--- src/rtl/pad_step_sequencer_pkg.sv ---
// Shared types and defaults for the pad step sequencer.
package pad_step_sequencer_pkg;

    localparam int unsigned DEF_STEPS = 8;
    localparam int unsigned DEF_ROWS  = 8;

    typedef enum logic [1:0] {
        IDLE  = 2'd0,
        PLAY  = 2'd1,
        CLEAR = 2'd2
    } seq_state_t;

endpackage

--- src/rtl/pad_step_sequencer_pattern_bit_array.sv ---
// STEPS x ROWS grid of clock-enabled D flops holding the pad pattern.
module pad_step_sequencer_pattern_bit_array
    import pad_step_sequencer_pkg::*;
#(
    parameter int unsigned STEPS = DEF_STEPS,
    parameter int unsigned ROWS  = DEF_ROWS
) (
    input  logic                       CLK,
    input  logic                       RST,
    input  logic [STEPS-1:0][ROWS-1:0] en,
    input  logic [STEPS-1:0][ROWS-1:0] nd,
    output logic [STEPS-1:0][ROWS-1:0] bits
);

    // Each bit loads nd only when its own enable is set.
    always_ff @(posedge CLK) begin
        if (!RST) begin
            bits <= '0;
        end else begin
            for (int s = 0; s < int'(STEPS); s++) begin
                for (int r = 0; r < int'(ROWS); r++) begin
                    if (en[s][r]) begin
                        bits[s][r] <= nd[s][r];
                    end
                end
            end
        end
    end

endmodule

--- src/rtl/pad_step_sequencer.sv ---
// Launchpad step sequencer controller: pad toggles, bulk clear and tempo-driven step playback.
module pad_step_sequencer
    import pad_step_sequencer_pkg::*;
#(
    parameter int unsigned STEPS = DEF_STEPS,
    parameter int unsigned ROWS  = DEF_ROWS,
    parameter int unsigned SW    = 3,
    parameter int unsigned RW    = 3
) (
    input  logic            CLK,
    input  logic            RST,
    input  logic            Tick,
    input  logic            Run,
    input  logic            PadValid,
    input  logic [SW-1:0]   PadStep,
    input  logic [RW-1:0]   PadRow,
    input  logic            Clear,
    output logic [SW-1:0]   Step,
    output logic [ROWS-1:0] Column,
    output logic            StepStrobe,
    output logic            Busy
);

    seq_state_t state_q, state_n;
    logic [SW-1:0]   step_n;
    logic [SW-1:0]   clr_q, clr_n;
    logic [ROWS-1:0] col_n;
    logic            strobe_n;
    logic            busy_n;

    logic [STEPS-1:0][ROWS-1:0] bit_en;
    logic [STEPS-1:0][ROWS-1:0] bit_nd;
    logic [STEPS-1:0][ROWS-1:0] bit_q;

    pad_step_sequencer_pattern_bit_array #(
        .STEPS(STEPS),
        .ROWS (ROWS)
    ) u_array (
        .CLK (CLK),
        .RST (RST),
        .en  (bit_en),
        .nd  (bit_nd),
        .bits(bit_q)
    );

    always_ff @(posedge CLK) begin
        if (!RST) begin
            state_q    <= IDLE;
            Step       <= '0;
            clr_q      <= '0;
            Column     <= '0;
            StepStrobe <= 1'b0;
            Busy       <= 1'b0;
        end else begin
            state_q    <= state_n;
            Step       <= step_n;
            clr_q      <= clr_n;
            Column     <= col_n;
            StepStrobe <= strobe_n;
            Busy       <= busy_n;
        end
    end

    // Column is reloaded every non-clear cycle from the pre-edge array, so a
    // toggle on the shown step appears exactly one cycle after it lands.
    always_comb begin
        state_n  = state_q;
        step_n   = Step;
        clr_n    = clr_q;
        col_n    = Column;
        strobe_n = 1'b0;
        busy_n   = 1'b0;
        bit_en   = '0;
        bit_nd   = ~bit_q;

        case (state_q)
            IDLE, PLAY: begin
                if (Clear) begin
                    state_n = CLEAR;
                    clr_n   = '0;
                    busy_n  = 1'b1;
                end else begin
                    if (state_q == IDLE) begin
                        if (Run) state_n = PLAY;
                    end else begin
                        if (Tick) begin
                            step_n   = Step + SW'(1);
                            strobe_n = 1'b1;
                        end
                        if (!Run) state_n = IDLE;
                    end
                    if (PadValid && (32'(PadRow) < ROWS)) begin
                        bit_en[PadStep][PadRow] = 1'b1;
                    end
                    col_n = bit_q[step_n];
                end
            end

            CLEAR: begin
                bit_en[clr_q] = '1;
                bit_nd        = '0;
                busy_n        = 1'b1;
                clr_n         = clr_q + SW'(1);
                if (clr_q == SW'(STEPS - 1)) begin
                    busy_n  = 1'b0;
                    step_n  = '0;
                    col_n   = '0;
                    state_n = Run ? PLAY : IDLE;
                end
            end

            default: state_n = IDLE;
        endcase
    end

endmodule

--- config.mk ---
export PLATFORM = sky130hd
export DESIGN_NAME = pad_step_sequencer
export DESIGN_NICKNAME = d
export VERILOG_FILES = /design/src/rtl/pad_step_sequencer_pkg.sv /design/src/rtl/pad_step_sequencer_pattern_bit_array.sv /design/src/rtl/pad_step_sequencer.sv
export SDC_FILE = /design/constraint.sdc
export NUM_CORES = 1
export LEC_CHECK = 0
export BUFFER_PORTS_ARGS = -buffer_cell sky130_fd_sc_hd__buf_2
export CORE_MARGIN = 1.5
export CORE_UTILIZATION = 35
export CTS_BUF_LIST = sky130_fd_sc_hd__clkbuf_16
export DETAILED_ROUTE_END_ITERATION = 10
export PLACE_DENSITY_LB_ADDON = 0.2
export SYNTH_ARGS = -nofsm -noshare
export SYNTH_HDL_FRONTEND = slang
export SYNTH_SLANG_ARGS = --single-unit
--- constraint.sdc ---
create_clock -name CLK -period 4.85 [get_ports CLK]
set_input_delay 0.7275 -clock CLK [delete_from_list [all_inputs] [get_ports CLK]]
set_output_delay 0.7275 -clock CLK [all_outputs]
set_load 0.005 [all_outputs]
Word-level counts from Yosys, hierarchy flattened
Index checks and enable logic that the tools add are counted.
Word-level totals
  flip-flop bits (word level): 82
  logic and storage cells: 135
  output and inout port bits: 13
  bits of input ports: 12
Cells by class
  bitwise logic cells: 3
  add/subtract/negate cells: 2
  multiplexer cells: 35
  equality and inequality tests: 8
  order comparisons: 7
  reduce and logical (&&, ||, !) cells: 10
Operators with widths (count)
  64-bit 2-to-1 mux: 3
  64-bit case mux with 2 select lines: 1
  64-bit NOT: 1
  8-bit demux with 3-bit select: 2
  8-bit 2-to-1 mux: 5
  8-bit binary-select mux with 3-bit select: 1
  3-bit 2-to-1 mux: 7
  3-bit by 4-bit less-than comparator with 1-bit output (second input constant): 4
  8-bit case mux with 2 select lines: 1
  3-bit case mux with 2 select lines: 2
  2-bit 2-to-1 mux: 5
  3-bit by 1-bit >= comparator with 1-bit output (second input constant): 3
  4-bit inequality test (second input constant): 2
  3-bit by 1-bit adder with 3-bit output (second input constant): 2
  2-bit inequality test (second input constant): 3
  3-bit AND reduction: 2
  1-bit 2-to-1 mux: 5
  2-bit case mux with 2 select lines: 1
  4-bit OR reduction: 1
  1-bit demux with 3-bit select: 1
  3-bit equality test (second input constant): 1
  1-bit logical AND: 3
  2-bit by 1-bit equality test with 1-bit output (second input constant): 1
  2-bit equality test (second input constant): 1
  6 further kinds: 7

Longest topological paths before layout
  word-level depth: 9
  gate-level depth with buffers: 8
  gate-level depth less buffers: 6

Modules after synthesis
From an unflattened synthesis, not the netlist that was laid out.
Second synthesis, totals
  cells, all modules: 525
  area total of the unflattened synthesis: 5066.1 sq um
Modules (own cells, without submodules)
  pad_step_sequencer_pattern_bit_array: seq. area each 1281.2 sq um, instances 1, cells each 199, area each 2874.0 sq um
  pad_step_sequencer: seq. area each 360.3 sq um, instances 1, cells each 326, area each 2192.1 sq um

Worst setup path after synthesis
Ideal clock, no wire load.
  path kind: input -> register
  start point: input port PadStep[0]
  end point: register u_array.bits[8] in the netlist's numbering
  data required time: 4735 ps
  cell stages on the path: 7
  arrival time: 2065 ps
  buffers on the path: 3
  setup slack: 2670 ps
  setup time: 115 ps
  path through: clkbuf_2 or3b_2 clkbuf_1 clkbuf_1 o211ai_1 o31ai_1 and2_1
Between the ends
  cells in the longest elaborated chain, start to end: 7
  elaborated cells between the ends (all ways): 8
  those cells by class: 2 x order compare; 5 x mux; 1 x reduce/logical
RTL lines
  start, declared: line pad_step_sequencer.sv:15  | input logic [SW-1:0] PadStep,
  3-bit by 4-bit less-than comparator with 1-bit output (implied by the code) or 3-bit by 1-bit >= comparator with 1-bit output (tied branches): line pad_step_sequencer.sv:93  | bit_en[PadStep][PadRow] = 1'b1;
  1-bit logical AND (implied by the code): line pad_step_sequencer.sv:93
  8-bit 2-to-1 mux (implied by the code): line pad_step_sequencer.sv:93
  8-bit demux with 3-bit select *: line pad_step_sequencer.sv:93
  64-bit 2-to-1 mux *: line pad_step_sequencer.sv:92  | if (PadValid && (32'(PadRow) < ROWS)) begin
  64-bit 2-to-1 mux *: line pad_step_sequencer.sv:78  | if (Clear) begin
  64-bit case mux with 2 select lines *: line pad_step_sequencer.sv:76  | case (state_q)
  end signal, assigned by index: line pad_step_sequencer_pattern_bit_array.sv:23  | bits[s][r] <= nd[s][r];
  end, declared: line pad_step_sequencer_pattern_bit_array.sv:12  | output logic [STEPS-1:0][ROWS-1:0] bits
Mark *: on every way between the ends. The rest lies on a longest branch, timed or not.
A chain may end at the register's enable or synchronous reset.

Worst setup path in the final report
  start point: register state_q[1]
  end point: register Column[4]
Between the ends
  cells in the longest elaborated chain, start to end: 8
  elaborated cells between the ends (all ways): 15
  those cells by class: 4 x eq/ne; 7 x mux; 4 x reduce/logical
RTL lines
  start, declared: line pad_step_sequencer.sv:24  | seq_state_t state_q, state_n;
  start signal, assigned: line pad_step_sequencer.sv:55  | state_q <= state_n;
  2-bit logical NOT: line pad_step_sequencer.sv:76, pad_step_sequencer.sv:83
  3-bit 2-to-1 mux: line pad_step_sequencer.sv:83  | if (state_q == IDLE) begin
  3-bit 2-to-1 mux: line pad_step_sequencer.sv:78
  3-bit 2-to-1 mux: line pad_step_sequencer.sv:76
  8-bit binary-select mux with 3-bit select: line pad_step_sequencer.sv:95  | col_n = bit_q[step_n];
  8-bit 2-to-1 mux (implied by the code): line pad_step_sequencer.sv:95
  8-bit 2-to-1 mux: line pad_step_sequencer.sv:78
  8-bit case mux with 2 select lines: line pad_step_sequencer.sv:76
  end signal, assigned: line pad_step_sequencer.sv:58  | Column <= col_n;
  end, declared: line pad_step_sequencer.sv:19  | output logic [ROWS-1:0] Column,
Parallel ways exist; a longest one is shown, timed or not. The select of a mux whose other input is x is not followed.

==> summary.txt <==
Critical path
  • Max incr delay on CP: 0.84 ns
  • Worst path required time: 5.07 ns
  • Critical Path Source: state_q[1]
  • CP Cell Sequence: o21ai_4, xnor2_2, mux2i_1, a221oi_1, a221o_1
  • Slowest cell on the critical path: xnor2_2
  • Buffer and inverter count on the worst path: 0
  • Worst-path fanout max: 15
  • Critical Path AT: roughly 2.9 ns
  • CP delay by family, top: XOR/XNOR gates
  • Worst reg2reg setup slack: around 2.2 ns
  • R2R Path Start: state_q[1]
  • Crit start category: register
  • Kind of end point of the critical path: register
  • Kind of critical path: reg2reg

Routing
  • Routed Wire Length: ~12000 um
  • DR pass1 iterations: 4
  • Vias: ~3600
  • DRT iter0 DRCs: about 330
  • DR WL/cell: between 15 and 20 um
  • Residual DRC: 0
  • Final ANT Viol Nets: 0
  • DR vias/cell: around 5.7

Clocking
  • Post-CTS setup repair buffer count: 0
  • Longest Clk Path Bufs: 2
  • Num CTS Buffers: 9
  • Post-CTS sizing: 0
  • Clock Pin Slew Worst Setup and Hold Paths: 0.06 ns
  • Num Clock Sinks: 82
  • CTS tree: done
  • Cts hold-fix bufs: 0
  • Clock latency on the worst-skew pair: approximately 0.33 ns
  • Clock root buffer: clkbuf_16
  • H-tree depth: 3

STA
  • Unrepaired setup endpoints after global routing: false
  • Hold WS: approximately 0.49 ns
  • Top achievable clock speed: 0.3750 GHz
  • Final Max Slew Viols: 0
  • Worst slew pin tran: 1.044 ns
  • Min cycle time layout: around 2.7 ns
  • Setup TNS: 0 ns
  • Clock Skews: between 0.003 and 0.004 ns
  • Slew HR: approximately 30%
  • Fin crit share: approximately 55%
  • Fin. Hold Viols: 0
  • Final setup violation count: 0

Power and ir drop
  • Internal power: ~1.1 mW
  • Power per standard cell area: about 300 nW/um^2
  • Clock power frac: a little under half
  • Design Power: about 1.4 mW
  • Logic pwr share: 6.9%
  • Psw: around 0.34 mW
  • Leakage: approximately 1.6 nW
  • Net switching fraction of the power: a little under a quarter
  • Sequential share of power: roughly 48%
  • Max VDD drop: 124.9 uV

Finish
  • P&R area growth vs syn: 10.42%
  • Most frequent cells in the layout: dfxtp_1 (82), o211ai_1 (57), and2_1 (43)
  • Layout fillers: about 1300
  • Commonest non-fill, non-tap cell in the layout: dfxtp_1
  • Final Instance Area: between 4000 and 5000 sq um
  • Nets: approximately 480
  • Share of layout cells above drive strength 1: between 10% and 20%
  • Ant diodes: 0
  • Fin util: between 30% and 40%

Global route
  • Largest net degree at the start of global routing: 80
  • Number of global-route vias before repair: 3456
  • First-pass GRT wire length: roughly 20000 um
  • Antenna violations before repair: 0
  • Grt total ovfl: 0
  • All-layer global routing usage: approximately a fifth

Logic synthesis
  • Mapped Avg Cell Area: between 9 and 10 sq um
  • Netlist cell types: 55
  • Syn Nets: 477
  • Post-synth EDFFs: 0
  • Post-synth top flop: dfxtp_1
  • Yosys reg bits: 82
  • Simple-Gate Fraction of Synth Area: 20.07%
  • Adder-cell area share of the yosys netlist: less than 1%
  • YS warnings: 0
  • FFs w/ async S/R, synth: 0%
  • Sequential cell area fraction in the yosys report: a little under two fifths
  • Cells after Synth: roughly 460
  • Post-Syn Area: between 4000 and 5000 sq um
  • Main combinational cell family by area after synthesis: compound AO/OA/AOI/OAI gates
  • Synth Area in XOR/XNOR: between 1 and 1.5%
  • Compound-gate portion of the synthesized area: 26.20%
  • Mux cell area share after synthesis: between 10% and 20%

Floorplanning
  • Core Region: 12110 sq um
  • DIE HEIGHT: between 100 and 150 um
  • Io pins: 25
  • Die ar.: 13170 sq um
  • # rows: 40
  • Die width: between 100 and 150 um
  • Initial Util: between 30 and 40%

Hold path
  • HP Start: Column[5]
  • Hold WC Path Type: reg2reg

Job
  • Max_cap viols: 0

Placed design
  • Final weighted congestion in routability-driven placement: around 0.79
  • Placed inst area: between 4000 and 5000 sq um
  • HPWL Detailed: 8360 um
  • PortBufs: 24

Run status
  • Outcome: finished, final reports clean
[cell type report]
type / instances / area [sq um] / share of cell area (%)
clock buffer: 9 / 225.2 / 4.667
clock inverter: 6 / 51.30 / 1.063
inverter: 2 / 7.507 / 0.1556
multi-input combinational: 342 / 2562 / 53.10
sequential: 82 / 1642 / 34.02
tap: 168 / 210.2 / 4.356
timing repair buffer: 25 / 127.6 / 2.645
[final timing paths]
check / to / depth (start not counted)
min reg2reg: Column[5] / 2
max reg2reg: Column[4] / 5
max: Column[4] / 5
min: Column[5] / 2
[kinds of logic (layout without fill, tap and decap cells)]
kind of cell	count (synthesis)	in the layout
AO/OA/AOI/OAI	152	152
XOR/XNOR	4	4
adder cells (fa/ha/maj)	3	3
buffers and inverters	38	42
flip-flops	82	82
multiplexers	32	32
AND/OR/NAND/NOR	151	151
[through the flow]
step | cells | setup WS, ns
floorplan | 462 | 2.670
global placement | 619 | 2.214
detailed placement | 619 | 2.184
CTS | 634 | 2.162
global route | 634 | 1.993
finish | 634 | 2.183
[synthesized netlist by cell type (2+ instances only)]
library cell / instances / share of area [%]
nor3_1: 2 / 0.23
mux2i_1: 19 / 4.4
nor2_1: 11 / 0.94
a21boi_1: 2 / 0.34
a221oi_1: 3 / 0.60
ha_1: 3 / 0.86
a21oi_1: 5 / 0.57
buf_2: 9 / 1.0
o21a_1: 3 / 0.52
o31ai_1: 39 / 6.7
mux4_2: 9 / 4.6
a21boi_0: 17 / 2.9
a22oi_1: 2 / 0.34
o22ai_1: 4 / 0.57
nor3b_1: 2 / 0.34
o21ai_0: 5 / 0.57
o211ai_1: 57 / 9.8
xnor2_1: 2 / 0.40
inv_1: 2 / 0.17
nand3_1: 10 / 1.1
and3_1: 3 / 0.43
a221o_1: 3 / 0.69
nand3b_1: 5 / 0.86
nor2b_1: 15 / 2.1
mux2_2: 3 / 0.77
dfxtp_1: 82 / 38
or2_2: 2 / 0.29
o221ai_1: 6 / 1.2
clkbuf_1: 23 / 2.0
or3_1: 18 / 2.6
nand2_1: 30 / 2.6
and2_1: 43 / 6.2
[flip-flops by register name, indices dropped and copies added (netlist names)]
signal / flops
Busy: 1
Column: 8
Step: 3
StepStrobe: 1
clr_q: 3
state_q: 2
u_array.bits: 64
[per-layer routing]
layer	wire length, um	track usage, %	part of all wire [%]
met1	5630	26.48	46
met2	5756	32.10	47
met3	551	4.059	4.5
met4	187	5.432	1.5
met5	0	0	0
[power groups by stage]
stage | Clock (mW) | Sequential, mW | Combinational, mW
floorplan | 0 | 0.698 | 0.0743
global placement | 0 | 0.704 | 0.0979
detailed placement | 0 | 0.704 | 0.0995
CTS | 0.666 | 0.689 | 0.0996
global route | 0.695 | 0.690 | 0.109
finish | 0.651 | 0.689 | 0.100
[worst min-delay path, cell delays in order (launching register included)]
cell and delay (ns):
dfxtp_1 0.33, nand2_1 0.05, o21ai_0 0.06
No activity file was read; power rests on OpenSTA's default activity.
